--- src/rtl/gpio_in_debounce.sv ---
// Debounced GPIO input port: per-bit 2-flop synchroniser and persistence filter,
// with a CPU register window for level, W1C change flags, interrupt mask and IRQ.
module gpio_in_debounce #(
  parameter int unsigned WIDTH           = 8,
  parameter int unsigned DEBOUNCE_CYCLES = 1200
) (
  input  logic             clk,
  input  logic             reset_n,
  input  logic [WIDTH-1:0] pin_i,
  output logic [WIDTH-1:0] gpio_i,
  input  logic             cs,
  input  logic             we,
  input  logic [1:0]       addr,
  input  logic [7:0]       din,
  output logic [7:0]       dout,
  output logic             irq_n
);

  localparam int unsigned     CNT_W    = (DEBOUNCE_CYCLES > 1) ? $clog2(DEBOUNCE_CYCLES) : 1;
  localparam logic [CNT_W-1:0] CNT_LAST = CNT_W'(DEBOUNCE_CYCLES - 1);

  typedef enum logic [1:0] {
    REG_LEVEL = 2'd0,
    REG_EDGE  = 2'd1,
    REG_MASK  = 2'd2,
    REG_RSVD  = 2'd3
  } reg_sel_e;

  logic [WIDTH-1:0] s1_q, s2_q;
  logic [WIDTH-1:0] stable_q, stable_d;
  logic [CNT_W-1:0] cnt_q [WIDTH];
  logic [CNT_W-1:0] cnt_d [WIDTH];
  logic [WIDTH-1:0] accept;

  logic [WIDTH-1:0] edge_q, edge_d;
  logic [WIDTH-1:0] mask_q, mask_d;
  logic [WIDTH-1:0] w1c;
  logic [7:0]       dout_q, dout_d;
  logic             irq_n_q, irq_n_d;

  reg_sel_e sel;
  logic     rd_en, wr_en;

  // Synchroniser
  always_ff @(posedge clk or negedge reset_n) begin
    if (!reset_n) begin
      s1_q <= '0;
      s2_q <= '0;
    end else begin
      s1_q <= pin_i;
      s2_q <= s1_q;
    end
  end

  // A bit is accepted once s2 has differed from the stable level for
  // DEBOUNCE_CYCLES consecutive clocks; any return to stable restarts the run.
  always_comb begin
    stable_d = stable_q;
    accept   = '0;
    for (int unsigned i = 0; i < WIDTH; i++) begin
      cnt_d[i] = '0;
      if (s2_q[i] != stable_q[i]) begin
        if (cnt_q[i] == CNT_LAST) begin
          stable_d[i] = s2_q[i];
          accept[i]   = 1'b1;
        end else begin
          cnt_d[i] = cnt_q[i] + CNT_W'(1);
        end
      end
    end
  end

  always_ff @(posedge clk or negedge reset_n) begin
    if (!reset_n) begin
      stable_q <= '0;
      for (int unsigned i = 0; i < WIDTH; i++) begin
        cnt_q[i] <= '0;
      end
    end else begin
      stable_q <= stable_d;
      for (int unsigned i = 0; i < WIDTH; i++) begin
        cnt_q[i] <= cnt_d[i];
      end
    end
  end

  // Register window
  always_comb begin
    sel   = reg_sel_e'(addr);
    rd_en = cs & ~we;
    wr_en = cs & we;

    w1c    = (wr_en && sel == REG_EDGE) ? din[WIDTH-1:0] : '0;
    mask_d = (wr_en && sel == REG_MASK) ? din[WIDTH-1:0] : mask_q;
    // OR-ing accept after the clear makes a same-clock set win over W1C.
    edge_d = (edge_q & ~w1c) | accept;

    dout_d = dout_q;
    if (rd_en) begin
      unique case (sel)
        REG_LEVEL: dout_d = 8'(stable_q);
        REG_EDGE:  dout_d = 8'(edge_q);
        REG_MASK:  dout_d = 8'(mask_q);
        REG_RSVD:  dout_d = '0;
        default:   dout_d = '0;
      endcase
    end

    irq_n_d = ~|(edge_q & mask_q);
  end

  always_ff @(posedge clk or negedge reset_n) begin
    if (!reset_n) begin
      edge_q  <= '0;
      mask_q  <= '0;
      dout_q  <= '0;
      irq_n_q <= 1'b1;
    end else begin
      edge_q  <= edge_d;
      mask_q  <= mask_d;
      dout_q  <= dout_d;
      irq_n_q <= irq_n_d;
    end
  end

  assign gpio_i = stable_q;
  assign dout   = dout_q;
  assign irq_n  = irq_n_q;

endmodule

--- config.mk ---
export PLATFORM = sky130hd
export DESIGN_NAME = gpio_in_debounce
export DESIGN_NICKNAME = d
export VERILOG_FILES = /design/src/rtl/gpio_in_debounce.sv
export SDC_FILE = /design/constraint.sdc
export NUM_CORES = 1
export LEC_CHECK = 0
export BUFFER_PORTS_ARGS = -buffer_cell sky130_fd_sc_hd__buf_2
export CORE_MARGIN = 2
export CORE_UTILIZATION = 45
export DETAILED_ROUTE_END_ITERATION = 6
export SYNTH_ARGS = -nofsm -noshare
export SYNTH_HDL_FRONTEND = slang
export SYNTH_SLANG_ARGS = --single-unit
--- constraint.sdc ---
create_clock -name clk -period 1.71 [get_ports clk]
set_input_delay 0 -clock clk [delete_from_list [all_inputs] [get_ports clk]]
set_output_delay 0 -clock clk [all_outputs]
set_load 0.1 [all_outputs]
* Yosys cells after proc, flatten, opt, wreduce, memory -nomap -nowiden
Index checks and enable logic that the tools add are counted.
** Cells by class
- Add/sub/neg operators :: 8
- Eq/ne operators :: 19
- Mux-type cells :: 34
- Bitwise operators :: 7
- Reduce and logical (&&, ||, !) cells :: 13
** Operators with widths (number)
- $mux W11 :: 16
- $add A11 B1 Y11 const B :: 8
- $eq A11 B11 Y1 const B :: 8
- $pmux W8 S4 :: 1
- $and A8 B8 Y8 :: 2
- $mux W1 :: 16
- $reduce_and A2 Y1 :: 8
- $mux W8 :: 1
- $ne A1 B1 Y1 :: 8
- $not A8 Y8 :: 1
- $or A8 B8 Y8 :: 1
- $reduce_or A8 Y1 :: 1
- $eq A2 B2 Y1 const B :: 2
- $and A1 B1 Y1 :: 2
- $eq A2 B1 Y1 const B :: 1
- $logic_and A1 B1 Y1 :: 2
- $logic_not A2 Y1 :: 1
- $logic_not A1 Y1 :: 1
- $not A1 Y1 :: 1
** Word-level totals
- Bits in registers :: 137
- Bits of input ports :: 22
- Output and inout port bits :: 17
- Logic and storage cells :: 103

* Longest topological paths before layout
- Depth after elaboration :: 6
- Gate-level depth with buffers :: 5
- Depth with buffers taken out :: 4

* Least setup slack after synthesis
OpenSTA, ideal clock, no wires.
- Path kind :: register to register
- Start :: reg cnt_q[61] in the netlist's numbering
- End :: reg stable_q[2] (netlist: gpio_i[2])
- Setup time :: 126 ps
- Data arrival time :: 1700 ps
- Required time :: 1584 ps
- Slack :: -116 ps
- Stages on the path, launching flop included :: 4
- Path buffers :: 0
- Period minus slack after synthesis :: 1826 ps
- Cells stage by stage :: dfrtp_1 > or4b_4 > or4_4 > mux2_4
** On the way
- Cells in the longest elaborated chain, start to end :: 2
** RTL lines
- from (decl) :: RTL line 31 : logic [CNT_W-1:0] cnt_q [WIDTH];
- from (signal, indexed assignment) :: RTL line 82 : cnt_q[i] <= cnt_d[i];
- $eq A11 B11 Y1 :: RTL line 63 : if (cnt_q[i] == CNT_LAST) begin
- $reduce_and A2 Y1 (no line)
- to (signal assigned) :: RTL line 80 : stable_q <= stable_d;
- to (decl) :: RTL line 30 : logic [WIDTH-1:0] stable_q, stable_d;
No other way between the ends.
A chain may end at the register's enable or synchronous reset.

* Worst setup path in the final report
- Start :: reg cnt_q[64] in the netlist's numbering
- End :: reg stable_q[2] (netlist: gpio_i[2])
Same word-level chain as after synthesis.

==> key figures <==
Place
  – Inst Count DP: roughly 840
  – Placer Congestion: 0.816
  – DP HPWL: about 9700 um
  – Placed cell areas: about 0.0072 mm^2
  – I/O Buffers: 38

Finish
  – Diode count: 0
  – Fillers: roughly 1100
  – Register area: approximately 0.0034 mm^2
  – Cell Count, Final, Fillers Out: ~900
  – Area of the multi-input gates: 0.00293 mm^2
  – Commonest cells after routing, fill and taps aside: dfrtp_1 (134), buf_4 (68), buf_2 (38), nand2_1 (36)
  – Layout cells sized above 1: 0.309
  – Commonest non-fill, non-tap cell in the layout: dfrtp_1
  – Layout Nets: 735
  – Post-layout util: 0.600
  – Area Growth Syn to Fin: 31.5%
  – Fin area: around 0.0082 mm^2

STA
  – Post-route minimum period: ~1.8 ns
  – Final hold vios: 0
  – Slew margin rel.: 0.659
  – Actual slew at the worst max-slew pin: about 0.5 ns
  – Final setup margin: -0.103 ns
  – Setup TNS: -1.59 ns
  – RSZ-0062 raised after global routing: yes
  – Count of final setup violators: 31
  – Max Slew Vio Count: 0
  – Setup Skew: 0.00829 ns
  – Tcrit/Tclk final: 1.06
  – Fmax achieved: between 500 and 600 MHz

Global routing
  – Initial antenna violation count: 0
  – Gr busiest metal: met2
  – GR Layer Usage met3: 0.0510
  – Total gr overflow: 0
  – Pin count of the biggest net entering global routing: 50
  – M2 GR Usage: 0.329
  – First-pass GRT wire length: 23100 um
  – Vias in the first global route: around 5000
  – All-Layer GR Usage: 0.199
  – Global routing usage on met1: 0.261

Synth
  – Largest cells by area after synthesis: dfrtp_1 (54%), a21oi_1 (3.5%), nand3_1 (2.7%)
  – Post-synthesis simple-gate area fraction: 0.184
  – Xor/xnor share of the synthesized area: 0.0503
  – Most common flop cell mapped by yosys: dfrtp_1
  – Largest area contributor in the netlist: dfrtp_1
  – Seq/Total Area, Yosys: 0.547
  – FFs w/ async S/R, synth: 1.00
  – Synth Area in Compound Gates: 0.146
  – Adder-cell share of the synthesized area: 0.0160
  – Syn_area_per_cell: ~11 um^2
  – Post-synthesis cell type count: 44
  – Synth Instances: between 500 and 600
  – Mux cell area share after synthesis: 0.0439
  – Mapped cell area: around 0.0063 mm^2
  – Synthesized flop and latch total: about 140
  – Largest family of logic cells by synthesized area: simple AND/OR/NAND/NOR gates
  – Syn nets: a little under 600
  – Synth warn: 0
  – Area fraction of the dominant cell type after synthesis: 0.543
  – EDFF count, synth: 0

Worst setup path
  – CP endpoint kind: register
  – Worst EP arrival: about 2.1 ns
  – Element type at the critical path start: register
  – WS Path Type: register to register
  – Crit path required time: 2.01 ns
  – Crit path cell chain: or4b_4, or4_4, mux2_4
  – Slowest CP cell: or4b_4
  – Largest stage delay on the critical path: around 0.55 ns
  – CP delay by family, top: simple AND/OR/NAND/NOR gates
  – CP max FO: 3
  – Worst Path Buf+Inv: 0

Pwr
  – Clock power frac: 0.466
  – Post-route total power: roughly 8.1 mW
  – Internal: between 6 and 7 mW
  – Max rail drop VDD: between 0.7 and 0.8 mV
  – Reg power frac: 0.436
  – P_sw: around 2.0 mW
  – Cell Pwr Density: 984 mW/mm^2
  – Switch share: 0.248
  – Combinational Power Share: 0.098
  – P_leak: around 3.6 nW

Floorplanning
  – DIE AREA: between 0.01 and 0.015 mm^2
  – Rows: 43
  – Die width: between 100 and 150 um
  – Initial Utilization: 0.457
  – Ports: 39
  – Placeable Area: 0.0137 mm^2
  – Die height: between 100 and 150 um

CTS
  – CTS H-tree depth: 4
  – Root Driver: clkbuf_16
  – Clock-pin slew on the worst setup and hold paths: 0.06 ns
  – CTS Buf Count: 17
  – Clock Path Buffers: 2
  – CTS Sinks: ~140
  – CTS tree: done
  – Worst-skew pair later-pin latency: 0.42 ns

Drt
  – Wire per inst: 16.1 um
  – Initial DRC count: 325
  – Detailed-route via count: 4968
  – DR vias/cell: 5.53
  – Antenna-violating nets left: 0
  – Total routed wirelength: 14400 um
  – First-pass detailed-route iteration total: 4
  – # DRC: 0

Hold path
  – Hold Crit Class: input port to async pin

Status
  – Status: finished with violations
  – Failing checks: setup timing

Run
  – Max cap viols: 0
## state kept, by name, indices dropped and copies added (netlist names)
register / cells
edge_q: 8
dout: 8
mask_q: 8
gpio_i: 8
s1_q: 8
s2_q: 8
cnt_q: 88
irq_n: 1
## synth_stat cells, types with 8 or more instances
cell type and number:
a2bb2oi_1 8, nand2_1 36, inv_1 14, xor2_1 17
nor2_1 34, nand3_1 34, o31ai_1 21, mux2i_1 8
mux2_2 12, or3_1 24, ha_1 8, a21oi_1 44
xnor2_1 19, o21ai_0 33, dfrtp_1 136, or4_1 21
nand4_1 21
## final cells by class
type / count / area share
clock buffers: 21 / 0.0571
inverters: 14 / 0.00638
flip-flops and latches: 137 / 0.417
well taps: 180 / 0.0273
clock inverters: 11 / 0.0175
repair buffers: 132 / 0.119
multi-input cells: 403 / 0.356
## power by group through the flow
stage / registers, mW / logic, mW / clock network [mW]
final: 3.54 / 0.792 / 3.78
after global routing: 3.55 / 0.859 / 3.99
after CTS: 3.53 / 0.770 / 3.85
after detailed placement: 3.59 / 0.730 / 0
after global placement: 3.58 / 0.720 / 0
after floorplan: 3.79 / 0.237 / 0
## logic make-up after synthesis
| family | count (synthesis) |
|---|---|
| AOI/OAI and AO/OA | 132 |
| xor gates and xnor gates | 36 |
| DFF | 137 |
| and+or+nand+nor | 203 |
| muxes | 24 |
| adders and majority gates | 8 |
| buffers and inverters | 21 |
## repair_timing
action                                 in CTS  in global routing
setup buffers                               2                  7
resized for setup                           5                 46
gates cloned                                1                  2
setup endpoints to repair                  10                 52
hold buffers                               17                  0
endpoints found under the hold margin     160                  0
pin swaps                                   1                 10
## layer usage
layer  up-vias  wire (um)
met5         -          0
met3        20        425
met4         0        184
li1       2400          -
met1      2477       6530
met2        71       7310
## path summary, 6_finish.rpt
check                                         start  cells past startpoint  slack (ns)                    end
worst max-delay path            cnt_q[64]$_DFF_PN0_                      3       -0.10  gpio_i[2]$_DFFE_PN0P_
worst min-delay path                        reset_n                      2        0.05    cnt_q[62]$_DFF_PN0_
worst max register to register  cnt_q[64]$_DFF_PN0_                      3       -0.10  gpio_i[2]$_DFFE_PN0P_
worst min register to register    s1_q[0]$_DFF_PN0_                      0        0.35      s2_q[0]$_DFF_PN0_
max in group asynchronous                   reset_n                      3        0.90  gpio_i[7]$_DFFE_PN0P_
min in group clk                            addr[1]                      3        0.07    dout[5]$_DFFE_PN0P_
## per-stage QoR
step | hold slack (ns) | setup WS (ns)
after CTS | 0.0606 | -0.0818
after global placement | -0.0631 | -0.0711
final | 0.0524 | -0.103
after floorplan | -0.296 | -0.0849
after global routing | 0.0860 | -0.150
after detailed placement | -0.0569 | -0.100
(Power assumes the default switching activity.)
